## src/rtl/serial_addsub_ctrl_pkg.sv

```systemverilog
// Shared definitions for the bit-serial add/subtract controller:
// FSM state encoding and operation-select constants.
package serial_addsub_ctrl_pkg;

  typedef enum logic [1:0] {
    IDLE  = 2'd0,
    SHIFT = 2'd1,
    DONE  = 2'd2
  } state_t;

  localparam logic OP_ADD = 1'b0;
  localparam logic OP_SUB = 1'b1;

endpackage

```

## src/rtl/addsub_cell.sv

```systemverilog
// One-bit full adder/subtractor built from two half-adder/half-subtractor
// stages whose carry/borrow outputs are ORed together.
module addsub_cell
  import serial_addsub_ctrl_pkg::*;
(
  input  logic x,
  input  logic y,
  input  logic cin,
  input  logic sub,
  output logic d,
  output logic cout
);

  logic w_sub;
  logic w_d1;
  logic w_c1;
  logic w_c2;

  assign w_sub = (sub == OP_SUB);

  // In subtract mode each stage's carry becomes a borrow: the minuend is inverted.
  assign w_d1 = x ^ y;
  assign w_c1 = (w_sub ? ~x : x) & y;

  assign d    = w_d1 ^ cin;
  assign w_c2 = (w_sub ? ~w_d1 : w_d1) & cin;

  assign cout = w_c1 | w_c2;

endmodule

```

## src/rtl/serial_addsub_ctrl.sv

```systemverilog
// Bit-serial A+B / A-B: operands shift out LSB first through a single 1-bit
// cell, the result shifts in from the MSB end, one bit per clock.
module serial_addsub_ctrl
  import serial_addsub_ctrl_pkg::*;
#(
  parameter int WIDTH = 8
) (
  input  logic             clk,
  input  logic             rst,
  input  logic             start,
  input  logic             op,
  input  logic [WIDTH-1:0] a,
  input  logic [WIDTH-1:0] b,
  output logic             ready,
  output logic             busy,
  output logic             done,
  output logic [WIDTH-1:0] result,
  output logic             cout,
  output logic [1:0]       dbg_state
);

  localparam int CW = (WIDTH > 1) ? $clog2(WIDTH) : 1;
  localparam logic [CW-1:0] LAST_BIT = CW'(WIDTH - 1);

  // Handshake: a request is taken on a rising edge where start=1 and ready=1;
  // done is a one-cycle pulse during which result/cout are valid, and both
  // hold until the next accepted request.

  state_t           r_state;
  state_t           w_next;
  logic             w_accept;
  logic             w_shift;

  logic [WIDTH-1:0] r_a;
  logic [WIDTH-1:0] r_b;
  logic             r_op;
  logic             r_carry;
  logic [CW-1:0]    r_cnt;
  logic [WIDTH-1:0] r_result;

  logic             w_d;
  logic             w_cout;

  always_ff @(posedge clk or posedge rst) begin
    if (rst) begin
      r_state <= IDLE;
    end else begin
      r_state <= w_next;
    end
  end

  always_comb begin
    w_next   = r_state;
    w_accept = 1'b0;
    w_shift  = 1'b0;
    case (r_state)
      IDLE: begin
        if (start) begin
          w_accept = 1'b1;
          w_next   = SHIFT;
        end
      end
      SHIFT: begin
        w_shift = 1'b1;
        if (r_cnt == LAST_BIT) begin
          w_next = DONE;
        end
      end
      DONE: begin
        w_next = IDLE;
      end
      default: begin
        w_next = IDLE;
      end
    endcase
  end

  addsub_cell u_cell (
    .x    (r_a[0]),
    .y    (r_b[0]),
    .cin  (r_carry),
    .sub  (r_op),
    .d    (w_d),
    .cout (w_cout)
  );

  always_ff @(posedge clk or posedge rst) begin
    if (rst) begin
      r_a      <= '0;
      r_b      <= '0;
      r_op     <= OP_ADD;
      r_carry  <= 1'b0;
      r_cnt    <= '0;
      r_result <= '0;
    end else if (w_accept) begin
      r_a      <= a;
      r_b      <= b;
      r_op     <= op;
      r_carry  <= 1'b0;
      r_cnt    <= '0;
      r_result <= '0;
    end else if (w_shift) begin
      r_a      <= r_a >> 1;
      r_b      <= r_b >> 1;
      r_carry  <= w_cout;
      r_cnt    <= r_cnt + CW'(1);
      r_result <= {w_d, r_result[WIDTH-1:1]};
    end
  end

  assign ready     = (r_state == IDLE);
  assign busy      = (r_state == SHIFT) || (r_state == DONE);
  assign done      = (r_state == DONE);
  assign result    = r_result;
  assign cout      = r_carry;
  assign dbg_state = r_state;

endmodule

```

## config.mk

```make
export PLATFORM = sky130hd
export DESIGN_NAME = serial_addsub_ctrl
export DESIGN_NICKNAME = d
export VERILOG_FILES = /design/src/rtl/serial_addsub_ctrl_pkg.sv /design/src/rtl/addsub_cell.sv /design/src/rtl/serial_addsub_ctrl.sv
export SDC_FILE = /design/constraint.sdc
export NUM_CORES = 1
export LEC_CHECK = 0
export CAP_MARGIN = 10
export CORE_MARGIN = 2
export CORE_UTILIZATION = 35
export CTS_CLUSTER_SIZE = 20
export DETAILED_ROUTE_END_ITERATION = 7
export SLEW_MARGIN = 25
export SYNTH_ARGS = -nofsm -noshare
export SYNTH_HDL_FRONTEND = slang
export SYNTH_SLANG_ARGS = --single-unit
```

## constraint.sdc

```tcl
create_clock -name clk -period 2.3 [get_ports clk]
set_input_delay 0.46 -clock clk [delete_from_list [all_inputs] [get_ports clk]]
set_output_delay 0.46 -clock clk [all_outputs]
set_load 0.1 [all_outputs]
```

Word-level counts from Yosys, hierarchy flattened:

Index checks and enable logic that the tools add are counted.

* output and inout port bits: 14
* word-level logic and storage cells: 42
* register bits after elaboration: 31
* input port bits: 20

* add/subtract/negate cells: 1
* multiplexer cells: 18
* bitwise operators: 7
* reductions and logical operators: 4
* equality and inequality tests: 5

Operators by type and width (number)
* two-way mux 8 bit: 6
* two-way mux 1 bit: 7
* two-way mux 3 bit: 2
* two-way mux 2 bit: 2
* inequality test 2 bit (second input constant): 2
* one-hot mux 2 bit (2 select lines): 1
* adder 3 x 1 -> 3 bit (second input constant): 1
* equality test 3 bit (second input constant): 1
* bitwise AND 1 bit: 2
* equality test 2 x 1 -> 1 bit (second input constant): 1
* equality test 2 bit (second input constant): 1
* zero test 2 bit: 1
* NOT 1 bit: 2
* AND reduction 2 bit: 1
* nonzero test 2 bit: 1
* XOR 1 bit: 2
* logical OR 1 bit: 1
* bitwise OR 1 bit: 1

Depth between registers and ports, before layout:

* depth in word-level cells: 7
* depth in mapped cells: 7
* mapped depth without buffers: 5

Hierarchy:

Synthesis repeated with hierarchy kept, for this count alone.

* cell total of the unflattened synthesis: 132
* area total of the unflattened synthesis: 1532.7 um^2

Modules (own cells, without submodules)
* serial_addsub_ctrl: instances 1, area each 1495.2 um^2, seq. area each 775.7 um^2, cells each 128
* addsub_cell: instances 1, area each 37.5 um^2, seq. area each 0.0 um^2, cells each 4

Least setup slack after synthesis:

No wires, ideal clock.

* path type: register to register
* start: reg r_state[1] (netlist: dbg_state[1])
* end: reg r_op
* stages on the path, launching flop included: 6
* buffers on the path: 1
* setup time: 0.127 ns
* arrival time: 2.504 ns
* data required time: 2.173 ns
* path slack: -0.332 ns
* clock period less this slack: 2.632 ns
* cell sequence: dfrtp_1 inv_1 ha_1 and2_1 buf_4 mux2_1

* cells in the longest elaborated chain, start to end: 2

Ends and longest elaborated chain
* from (decl): RTL line serial_addsub_ctrl.sv:29 `state_t r_state;`
* from (signal assigned): RTL line serial_addsub_ctrl.sv:48 `r_state <= w_next;`
* zero test 2 bit
* net ready: RTL line serial_addsub_ctrl.sv:14 `output logic ready,`
* two-way mux 1 bit: RTL line serial_addsub_ctrl.sv:56 `case (r_state)`
* to (signal assigned): RTL line serial_addsub_ctrl.sv:98 `r_op <= op;`
* to (decl): RTL line serial_addsub_ctrl.sv:36 `logic r_op;`

The timed path passes the listed nets, and every way through them passes these cells.
A chain may end at the register's enable or synchronous reset.

Final worst setup path:

* start: reg r_state[0] (netlist: dbg_state[0])
* end: out busy

* cells in the longest elaborated chain, start to end: 2
* elaborated cells on any way between the ends: 3
* those cells by class: eq/ne: 2; reduce/logical: 1

Ends and longest elaborated chain
* equality test 2 x 1 -> 1 bit / equality test 2 bit (equally long branches): RTL line serial_addsub_ctrl.sv:112 `assign busy = (r_state == SHIFT) || (r_state == DONE);`
* logical OR 1 bit (*): RTL line serial_addsub_ctrl.sv:112
* to (decl): RTL line serial_addsub_ctrl.sv:15 `output logic busy,`

Every way passes the cells marked *; elsewhere a longest branch is shown, timed or not.

==> run summary <==
The run finished with clean final reports. The number of iterations in the first detailed-routing pass is 4. The clock-pin slew on the worst setup and hold paths came out at 0.06 ns.

The final route contains 1032 vias. For this run, the total global-route usage over all layers was measured as 11.56%. The net count after synthesis is 160. The critical path in this run is classified as reg -> out.

In this run the worst path has a maximum fanout of 4. Setup repair after global routing left no endpoint under its margin. The count of input and output buffers came out at 33. Of the total synthesized cell area, the portion taken by XOR and XNOR cells is 1.765%. After filler insertion, the fill cell instance count of the layout stands at 363.

The startpoint identified for the worst register-to-register timing path is dbg_state[0]$_DFFE_PP0P_. Summing the areas of all fa, ha and maj instances in the mapped netlist gives 5.042% of the synthesized area. The synthesis-to-finish area growth came out at 32.27%. The final worst-path cycle share is 76.34%. The total count of hold-check failures in the final report is 0. The initial antenna violation count came out at 0.

The routed via count divided by cell count is 4.670. A synthesized cell averages 11.11 µm². The first-pass GRT wire length is 4360 µm. The vertical die dimension is 69.23 µm. By area the synthesized netlist is led by dfrtp_1, mux2i_1, o21ai_1, ha_1, nand2_1. STA classifies the critical path endpoint as an output port. The total number of clock tree sinks is 31. After the first detailed-routing iteration, the DRC count stood at 23.

The clock tree buffer depth came out at 2. The post-synthesis register bit count came out at 31. The initial utilization of the core area, before any placement, comes to 36.69%. For the finished layout, the period the worst path requires is 1.756 ns. The H-tree was split into 2 levels. The multiplexer area fraction after synthesis came out at 16.97%. The number of antenna diodes in the final layout is 0.

In this run the post-CTS setup repair buffer count came out at 0. After synthesis, the largest family of logic cells by area is multiplexers. The floorplan has 23 rows.

The sequential share of the synthesized area is 52.10%. The number of hold buffers added after CTS was 0. The multi-input gate area in the final layout is 633.1 µm². The DRC violation count after routing is 0.

The post-synthesis compound-gate area fraction is 7.227%. The total congestion overflow after global routing is 0. The post-cts gate resize count came out at 0.

The max-capacitance violation count came out at 0. TritonCTS built the clock tree. The number of buffers created by CTS is 5. The number of global-route vias before repair is 989. At the worst endpoint, the required time is 1.84 ns.

The worst hold-check path type is reg -> reg. The final sum of negative setup slack is 0 ns. STA classifies the critical path startpoint as a flop. The fraction of the mapped netlist area in simple logic gates is 11.18%. Static timing analysis puts the maximum clock frequency at 569.5 MHz.

The pin count of the biggest net entering global routing is 32. The final setup violation count came out at 0. The final standard cell count with taps included and fillers excluded is 221. The clock latency at the later pin of the worst-skew pair came out at 0.28 ns. dfrtp_1 takes more of the synthesized area than any other cell. The relative slew slack is 74.03%.

Leaving out fill and tap cells, the most frequent cells in the layout are dfrtp_1, mux2i_1, clkdlybuf4s50_1, nand2_1, o21ai_1. The final-stage net count is 196. The worst hold path begins at r_op$_DFFE_PP0P_. Hold is met by 0.5057 ns. The routed wire length per instance is 12.19 µm. Once detailed placement completed, the half-perimeter wirelength came to 1883 µm. The portion of synthesized cell area occupied by the leading cell type is 52.10%. The count of synthesis-stage warnings from yosys came out at 0. The final max-slew violation count is 0. The post-synthesis instance area is 0.001489 mm². Pin placement for this block handled 34 I/O pins. The core region is 0.004058 mm². The critical path starts at dbg_state[0]$_DFFE_PP0P_. The cell at the root of the clock tree is clkbuf_8. The transition at the pin with the smallest max-transition slack came out at 0.3896 ns. The die span in x came out at 69.23 µm. The overall die area came out at 0.004792 mm². The placer's final routability congestion estimate is 0.7607. Registers take 778.2 µm². The number of distinct library cell variants in the gate-level netlist after synthesis is 24. The count of mapped cells out of synthesis came out at 134.

The proportion of layout cells with a drive suffix above 1 came out at 18.71%. The residual antenna-violating net count after detailed routing came out at 0. The clock arrives with 0.002681 ns of skew. The cell count after placement is 213.

The detailed-route wire length came out at 2695 µm. The data arrival time at the worst-slack endpoint is 1.30 ns. Leaving out fill and tap cells, the most frequent cell in the layout is dfrtp_1.
## worst max-delay path, cell delays in order, from the launching register on
cell and delay, ns:
dfrtp_2 0.43, inv_1 0.11, ha_2 0.30, buf_12 0.17
## state kept, by name (all words and copies together), names as in the netlist
name	cells
result	8
r_cnt	3
r_a	8
r_b	8
r_op	1
dbg_state	2
cout	1
## cell families after synthesis
family                   Yosys count
AO/OA/AOI/OAI                     21
buffers and inverters             12
flip-flops                        31
AND/OR/NAND/NOR                   36
adder cells (fa/ha/maj)            6
multiplexers                      25
XOR/XNOR                           3
## routing by layer
layer  wire, µm  global-route usage, %
met1       1225                  13.46
met2       1243                  18.38
met3        174                  5.087
met4         53                  5.229
met5          0                      0
## stage by stage
stage	setup slack, ns	area, µm²	util (%)
after floorplan	0.1979	1494	-
after global placement	0.5375	1852	45.64
after detailed placement	0.5022	1852	45.64
after CTS	0.5287	1969	48.54
after global routing	0.4755	1969	48.54
final	0.5442	1969	48.54
## path summary, 6_finish.rpt
kind | cells past startpoint | slack [ns] | endpoint
hold reg to reg | 1 | 0.51 | r_op$_DFFE_PP0P_
min in group asynchronous | 3 | 0.55 | dbg_state[1]$_DFFE_PP0P_
max in group asynchronous | 3 | 1.45 | dbg_state[0]$_DFFE_PP0P_
setup reg to reg | 6 | 0.65 | r_b[4]$_DFFE_PP0P_
setup / recovery | 3 | 0.54 | busy
hold / removal | 1 | 0.51 | r_op$_DFFE_PP0P_
## cells in the mapped netlist
cell	number
o21ai_0	1
nand2_1	16
nand2b_1	3
o21ai_1	16
nor3_2	1
and2b_1	1
mux2i_1	23
xor2_1	2
dfrtp_1	31
xnor2_1	1
o21a_1	1
buf_4	2
mux2_1	2
buf_8	1
clkbuf_4	1
buf_2	2
ha_1	6
and2_1	1
nor2_1	12
buf_6	2
and3_1	1
inv_1	4
nor4_2	1
a21oi_1	3
## final cells by class
class,count,area share (%)
Sequential cell,31,39.52
Multi-Input combinational cell,91,32.15
Timing Repair Buffer,37,18.42
Clock buffer,6,4.193
Tap cell,50,3.177
Clock inverter,2,1.779
Inverter,4,0.7624
Power is left out: the tool's default activity adds up to more than one toggle a clock period on the data nets, which glitch-free logic cannot reach.
